===== src/rtl/root_calc_controller.sv =====
// Root calculator sequencer: accepts operand words, launches the root core,
// waits for its result (with timeout), and streams the result MSB-first.
//
// Ports:
//   clk, rst                  clock and synchronous active-high reset
//   in_word, in_word_ready    operand word and its 1-cycle valid pulse
//   core_operand, core_start  operand held for the core and its start pulse
//   core_done, core_result    core completion pulse and result
//   tx_data, tx_data_ready    byte and 1-cycle valid pulse to the transmitter
//   tx_busy                   transmitter busy; a byte is issued only when low
//   busy                      high whenever an operation is in progress
//   result_valid              1-cycle pulse after the last byte is issued
//   timeout_err               sticky core timeout flag
//   drop_count                saturating count of words dropped while busy
module root_calc_controller #(
   parameter int RESULT_WIDTH   = 16,
   parameter int TIMEOUT_CYCLES = 1024,
   parameter logic [RESULT_WIDTH-1:0] ERR_PATTERN = '1
) (
   input  logic                    clk,
   input  logic                    rst,
   input  logic [31:0]             in_word,
   input  logic                    in_word_ready,
   output logic [31:0]             core_operand,
   output logic                    core_start,
   input  logic                    core_done,
   input  logic [RESULT_WIDTH-1:0] core_result,
   output logic [7:0]              tx_data,
   output logic                    tx_data_ready,
   input  logic                    tx_busy,
   output logic                    busy,
   output logic                    result_valid,
   output logic                    timeout_err,
   output logic [7:0]              drop_count
);

   localparam int N_BYTES = RESULT_WIDTH / 8;
   localparam int CW      = $clog2(N_BYTES + 1);
   localparam int TW      = $clog2(TIMEOUT_CYCLES);

   typedef enum logic [2:0] {
      S_IDLE,
      S_START,
      S_WAIT,
      S_SEND,
      S_GAP,
      S_DONE
   } state_t;

   state_t                  state_q, state_d;
   logic [31:0]             operand_q, operand_d;
   logic                    start_q, start_d;
   logic [7:0]              txd_q, txd_d;
   logic                    txr_q, txr_d;
   logic                    busy_q, busy_d;
   logic                    rv_q, rv_d;
   logic                    terr_q, terr_d;
   logic [7:0]              drop_q, drop_d;
   logic [TW-1:0]           timer_q, timer_d;
   logic [CW-1:0]           cnt_q, cnt_d;
   logic [RESULT_WIDTH-1:0] shift_q, shift_d;

   // Output registers are loaded with the value belonging to the state being
   // entered, so each pulse appears during the cycle of its state.
   always_comb begin
      state_d   = state_q;
      operand_d = operand_q;
      start_d   = 1'b0;
      txd_d     = txd_q;
      txr_d     = 1'b0;
      rv_d      = 1'b0;
      terr_d    = terr_q;
      drop_d    = drop_q;
      timer_d   = timer_q;
      cnt_d     = cnt_q;
      shift_d   = shift_q;

      if (in_word_ready && state_q != S_IDLE && drop_q != 8'hFF)
         drop_d = drop_q + 8'd1;

      unique case (state_q)
         S_IDLE: begin
            if (in_word_ready) begin
               operand_d = in_word;
               start_d   = 1'b1;
               state_d   = S_START;
            end
         end
         S_START: begin
            timer_d = '0;
            state_d = S_WAIT;
         end
         S_WAIT: begin
            timer_d = timer_q + TW'(1);
            // A result arriving on the timeout cycle still wins.
            if (core_done) begin
               shift_d = core_result;
               cnt_d   = CW'(N_BYTES);
               state_d = S_SEND;
            end else if (timer_q == TW'(TIMEOUT_CYCLES - 1)) begin
               shift_d = ERR_PATTERN;
               terr_d  = 1'b1;
               cnt_d   = CW'(N_BYTES);
               state_d = S_SEND;
            end
         end
         S_SEND: begin
            if (!tx_busy) begin
               txd_d   = shift_q[RESULT_WIDTH-1 -: 8];
               txr_d   = 1'b1;
               shift_d = shift_q << 8;
               cnt_d   = cnt_q - CW'(1);
               state_d = S_GAP;
            end
         end
         // Gives the transmitter a cycle to raise tx_busy.
         S_GAP: begin
            if (cnt_q != '0) begin
               state_d = S_SEND;
            end else begin
               rv_d    = 1'b1;
               state_d = S_DONE;
            end
         end
         S_DONE: begin
            state_d = S_IDLE;
         end
         default: begin
            state_d = S_IDLE;
         end
      endcase

      busy_d = (state_d != S_IDLE);
   end

   always_ff @(posedge clk) begin
      if (rst) begin
         state_q   <= S_IDLE;
         operand_q <= '0;
         start_q   <= 1'b0;
         txd_q     <= '0;
         txr_q     <= 1'b0;
         busy_q    <= 1'b0;
         rv_q      <= 1'b0;
         terr_q    <= 1'b0;
         drop_q    <= '0;
         timer_q   <= '0;
         cnt_q     <= '0;
         shift_q   <= '0;
      end else begin
         state_q   <= state_d;
         operand_q <= operand_d;
         start_q   <= start_d;
         txd_q     <= txd_d;
         txr_q     <= txr_d;
         busy_q    <= busy_d;
         rv_q      <= rv_d;
         terr_q    <= terr_d;
         drop_q    <= drop_d;
         timer_q   <= timer_d;
         cnt_q     <= cnt_d;
         shift_q   <= shift_d;
      end
   end

   assign core_operand  = operand_q;
   assign core_start    = start_q;
   assign tx_data       = txd_q;
   assign tx_data_ready = txr_q;
   assign busy          = busy_q;
   assign result_valid  = rv_q;
   assign timeout_err   = terr_q;
   assign drop_count    = drop_q;

endmodule


===== config.mk =====
export PLATFORM = sky130hd
export DESIGN_NAME = root_calc_controller
export DESIGN_NICKNAME = d
export VERILOG_FILES = /design/src/rtl/root_calc_controller.sv
export SDC_FILE = /design/constraint.sdc
export NUM_CORES = 1
export LEC_CHECK = 0
export CAP_MARGIN = 30
export CORE_MARGIN = 2
export CORE_UTILIZATION = 42
export DETAILED_ROUTE_END_ITERATION = 6
export GPL_ROUTABILITY_DRIVEN = 0
export PLACE_DENSITY = 0.8
export SLEW_MARGIN = 20
export SYNTH_ARGS = -nofsm -noshare
export SYNTH_HDL_FRONTEND = slang
export SYNTH_SLANG_ARGS = --single-unit

===== constraint.sdc =====
create_clock -name clk -period 1.8 [get_ports clk]
set_clock_uncertainty 0.05 [all_clocks]
set_input_delay 0.36 -clock clk [delete_from_list [all_inputs] [get_ports clk]]
set_output_delay 0.36 -clock clk [all_outputs]
set_load 0.01 [all_outputs]

==> flow_summary.json <==
{
  "root_buffer": "clkbuf_8",
  "dr.first_iter.drc_count": 154,
  "postCtsSetupRepairBufs": 0,
  "timing.fmax_mhz": 584,
  "fin_area_mm2": 0.00504,
  "yosysSeqAreaShare_pct": 47.6,
  "async_flop_share_pct": 0,
  "cp_slowest_cell": "clkdlybuf4s50_1",
  "initial_utilization_pct": 43.2,
  "vias_per_cell": 5.19,
  "routed_wl_um": 8900,
  "area_growth_pct": 42.6,
  "grt_pass1_vias": 3029,
  "final_antenna_net_count": 0,
  "power.density_mw_per_mm2": 810,
  "rrSetupSlack_ns": 0.12,
  "criticalPathCategory": "reg -> out",
  "grt_max_degree": 34,
  "grt_use_total_pct": 19.1,
  "hold_buffers": 0,
  "wl_per_cell_um": 13.6,
  "ys_warn_count": 0,
  "cap_violations": 0,
  "cp-end-kind": "output port",
  "setup_viol": 0,
  "ys_seq_elements": 84,
  "vias": 3387,
  "cts_tree": "yes",
  "power.share.sequential_pct": 49.4,
  "drtPass1Iterations": 4,
  "tightest_slew_ns": 0.379,
  "clock_latency_ns": 0.35,
  "period_needed_ns": 1.71,
  "outcome": "complete, no violations",
  "slew_viol_final": 0,
  "drc": 0,
  "pwr-share-comb_pct": 17.6,
  "rsz0062_at_grt": "no",
  "critPathBufInv": 1,
  "cts.sinks": 84,
  "p_sw_uw": 1060,
  "pwr-share-clk_pct": 33.0,
  "grt_pass1_wl_um": 13800,
  "synth-edff-count": 0,
  "vdd_drop_max_mv": 0.415,
  "die_width_um": 95.7,
  "antennaDiodeCount": 0,
  "grt_antenna_before_repair": 0,
  "max_slew_margin_pct": 74.7,
  "core_mm2": 0.00818,
  "numPortBuffers": 105,
  "synthesis.area_mm2": 0.00353,
  "crit_fanout": 5,
  "p_leak_uw": 0.00184,
  "hpwl_um": 6410,
  "avgSynthCellArea_um2": 8.24,
  "synthCells": 429,
  "cts.clk_slew.worst_paths_ns": 0.08,
  "min_period_over_period_pct": 95.1,
  "critical_path.top_delay_family": "buffers and inverters",
  "dpl_cell_area_mm2": 0.00481,
  "hp-class": "in -> reg",
  "rows": 33,
  "path_cells": "clkdlybuf4s50_1",
  "synth_ff_type": "dfxtp_1",
  "drive_gt1_share_pct": 11.1,
  "hold_violations": 0,
  "die_area_mm2": 0.00916,
  "cts_buffer_depth": 2,
  "ys_types": 46,
  "critPathArrivalTime_ns": 1.30,
  "grt_overflow": 0,
  "p_int_uw": 3020,
  "syn_nets": 485,
  "worstPathRequired_ns": 1.39,
  "cpPeakStageDelay_ns": 0.56,
  "final_nets": 599,
  "top_level_ports": 106,
  "fin_tns_setup_ns": 0,
  "startpoint_type": "register",
  "numCtsBuffers": 9,
  "swShare_pct": 25.9,
  "die_h_um": 95.7,
  "cts_htree_levels": 3
}
[cells in the mapped netlist, types with 3 or more instances]
cell,n,share of area (%)
a22o_1,8,2.0
or4_1,4,0.85
o31ai_1,5,1.1
inv_1,6,0.64
nor2_1,16,1.7
clkbuf_1,22,2.3
and4_1,4,0.99
nand3b_1,10,2.1
nor3_1,11,1.6
buf_2,7,0.99
nand3_1,8,1.1
a21oi_1,58,8.2
a41oi_1,4,0.99
nand2b_1,12,2.1
nor3b_1,3,0.64
a211oi_1,8,1.7
nand2_1,101,11
dfxtp_1,84,48
ha_1,3,1.1
a31oi_1,3,0.53
o21ai_0,16,2.3
[cell families after synthesis]
kind of cell | share of synthesized area, %
buf+inv | 4.18
simple gates | 26.1
flops | 47.6
xor+xnor | 0.744
fa+ha+maj | 1.06
mux | 0.567
compound gates | 19.8
[per-layer routing]
layer	track usage, %	share of wire, %	vias to the layer above	wire length (um)
met5	0	0	-	0
met4	7.86	1.6	0	140
met3	3.68	7.1	13	631
met2	31.3	47	106	4180
met1	24.6	44	1540	3950
li1	-	-	1728	-
[what timing repair did]
item | CTS | global route
hold endpoints to repair | 0 | 0
endpoints found under the setup margin | 0 | 23
gates resized for setup | 0 | 12
[layout make-up]
cell class | instances | area (um^2)
multi-input cells | 309 | 1720
flip-flops and latches | 84 | 1690
clock buffers | 11 | 141
fillers | 706 | 3140
clock inverters | 5 | 60.1
well taps | 105 | 131
inverters | 6 | 22.5
repair buffers | 133 | 1270
[final timing paths]
path                      start       endpoint  depth (start not counted)
hold / removal              rst     state_q[1]                          2
setup reg to reg     timer_q[0]     shift_q[3]                          6
hold reg to reg      shift_q[9]     tx_data[1]                          2
setup / recovery  drop_count[5]  drop_count[5]                          1
[registers in the layout, indices dropped and copies added, names as in the netlist]
name,cells
busy,1
cnt_q,2
core_operand,32
core_start,1
drop_count,8
result_valid,1
shift_q,16
state_q,3
timeout_err,1
timer_q,10
tx_data,8
tx_data_ready,1
[through the flow]
step	total power, uW	hold WS (ns)	cells	setup WS [ns]	util [%]
after floorplan	2410	0.383	429	0.0623	-
after CTS	4110	0.309	653	0.0228	61.3
after detailed placement	2770	0.398	637	-0.260	58.9
after global placement	2750	0.392	637	-0.220	58.9
final	4080	0.341	653	0.0888	61.6
after global routing	4270	0.365	653	0.0212	61.6
[power groups by stage]
stage | Combinational (uW) | Clock (uW) | Sequential (uW)
detailed placement | 715 | 0 | 2060
floorplan | 326 | 0 | 2080
finish | 719 | 1350 | 2010
CTS | 719 | 1380 | 2010
global route | 789 | 1460 | 2030
global placement | 696 | 0 | 2050
[cells in the final DEF, fill, tap and decap left out, types with 5 or more instances in the layout]
cell and n:
nand3_1 8, inv_1 6, a22o_1 8, dfxtp_2 5
dfxtp_1 79, nand2_1 100, buf_4 26, o21ai_0 16
clkbuf_8 10, o31ai_1 5, nand2b_1 12, a211oi_1 8
a21oi_1 58, nor3_1 10, clkdlybuf4s50_1 104, nor2_1 16
nand3b_1 10
Note: power is estimated with default switching activity, not from simulation.
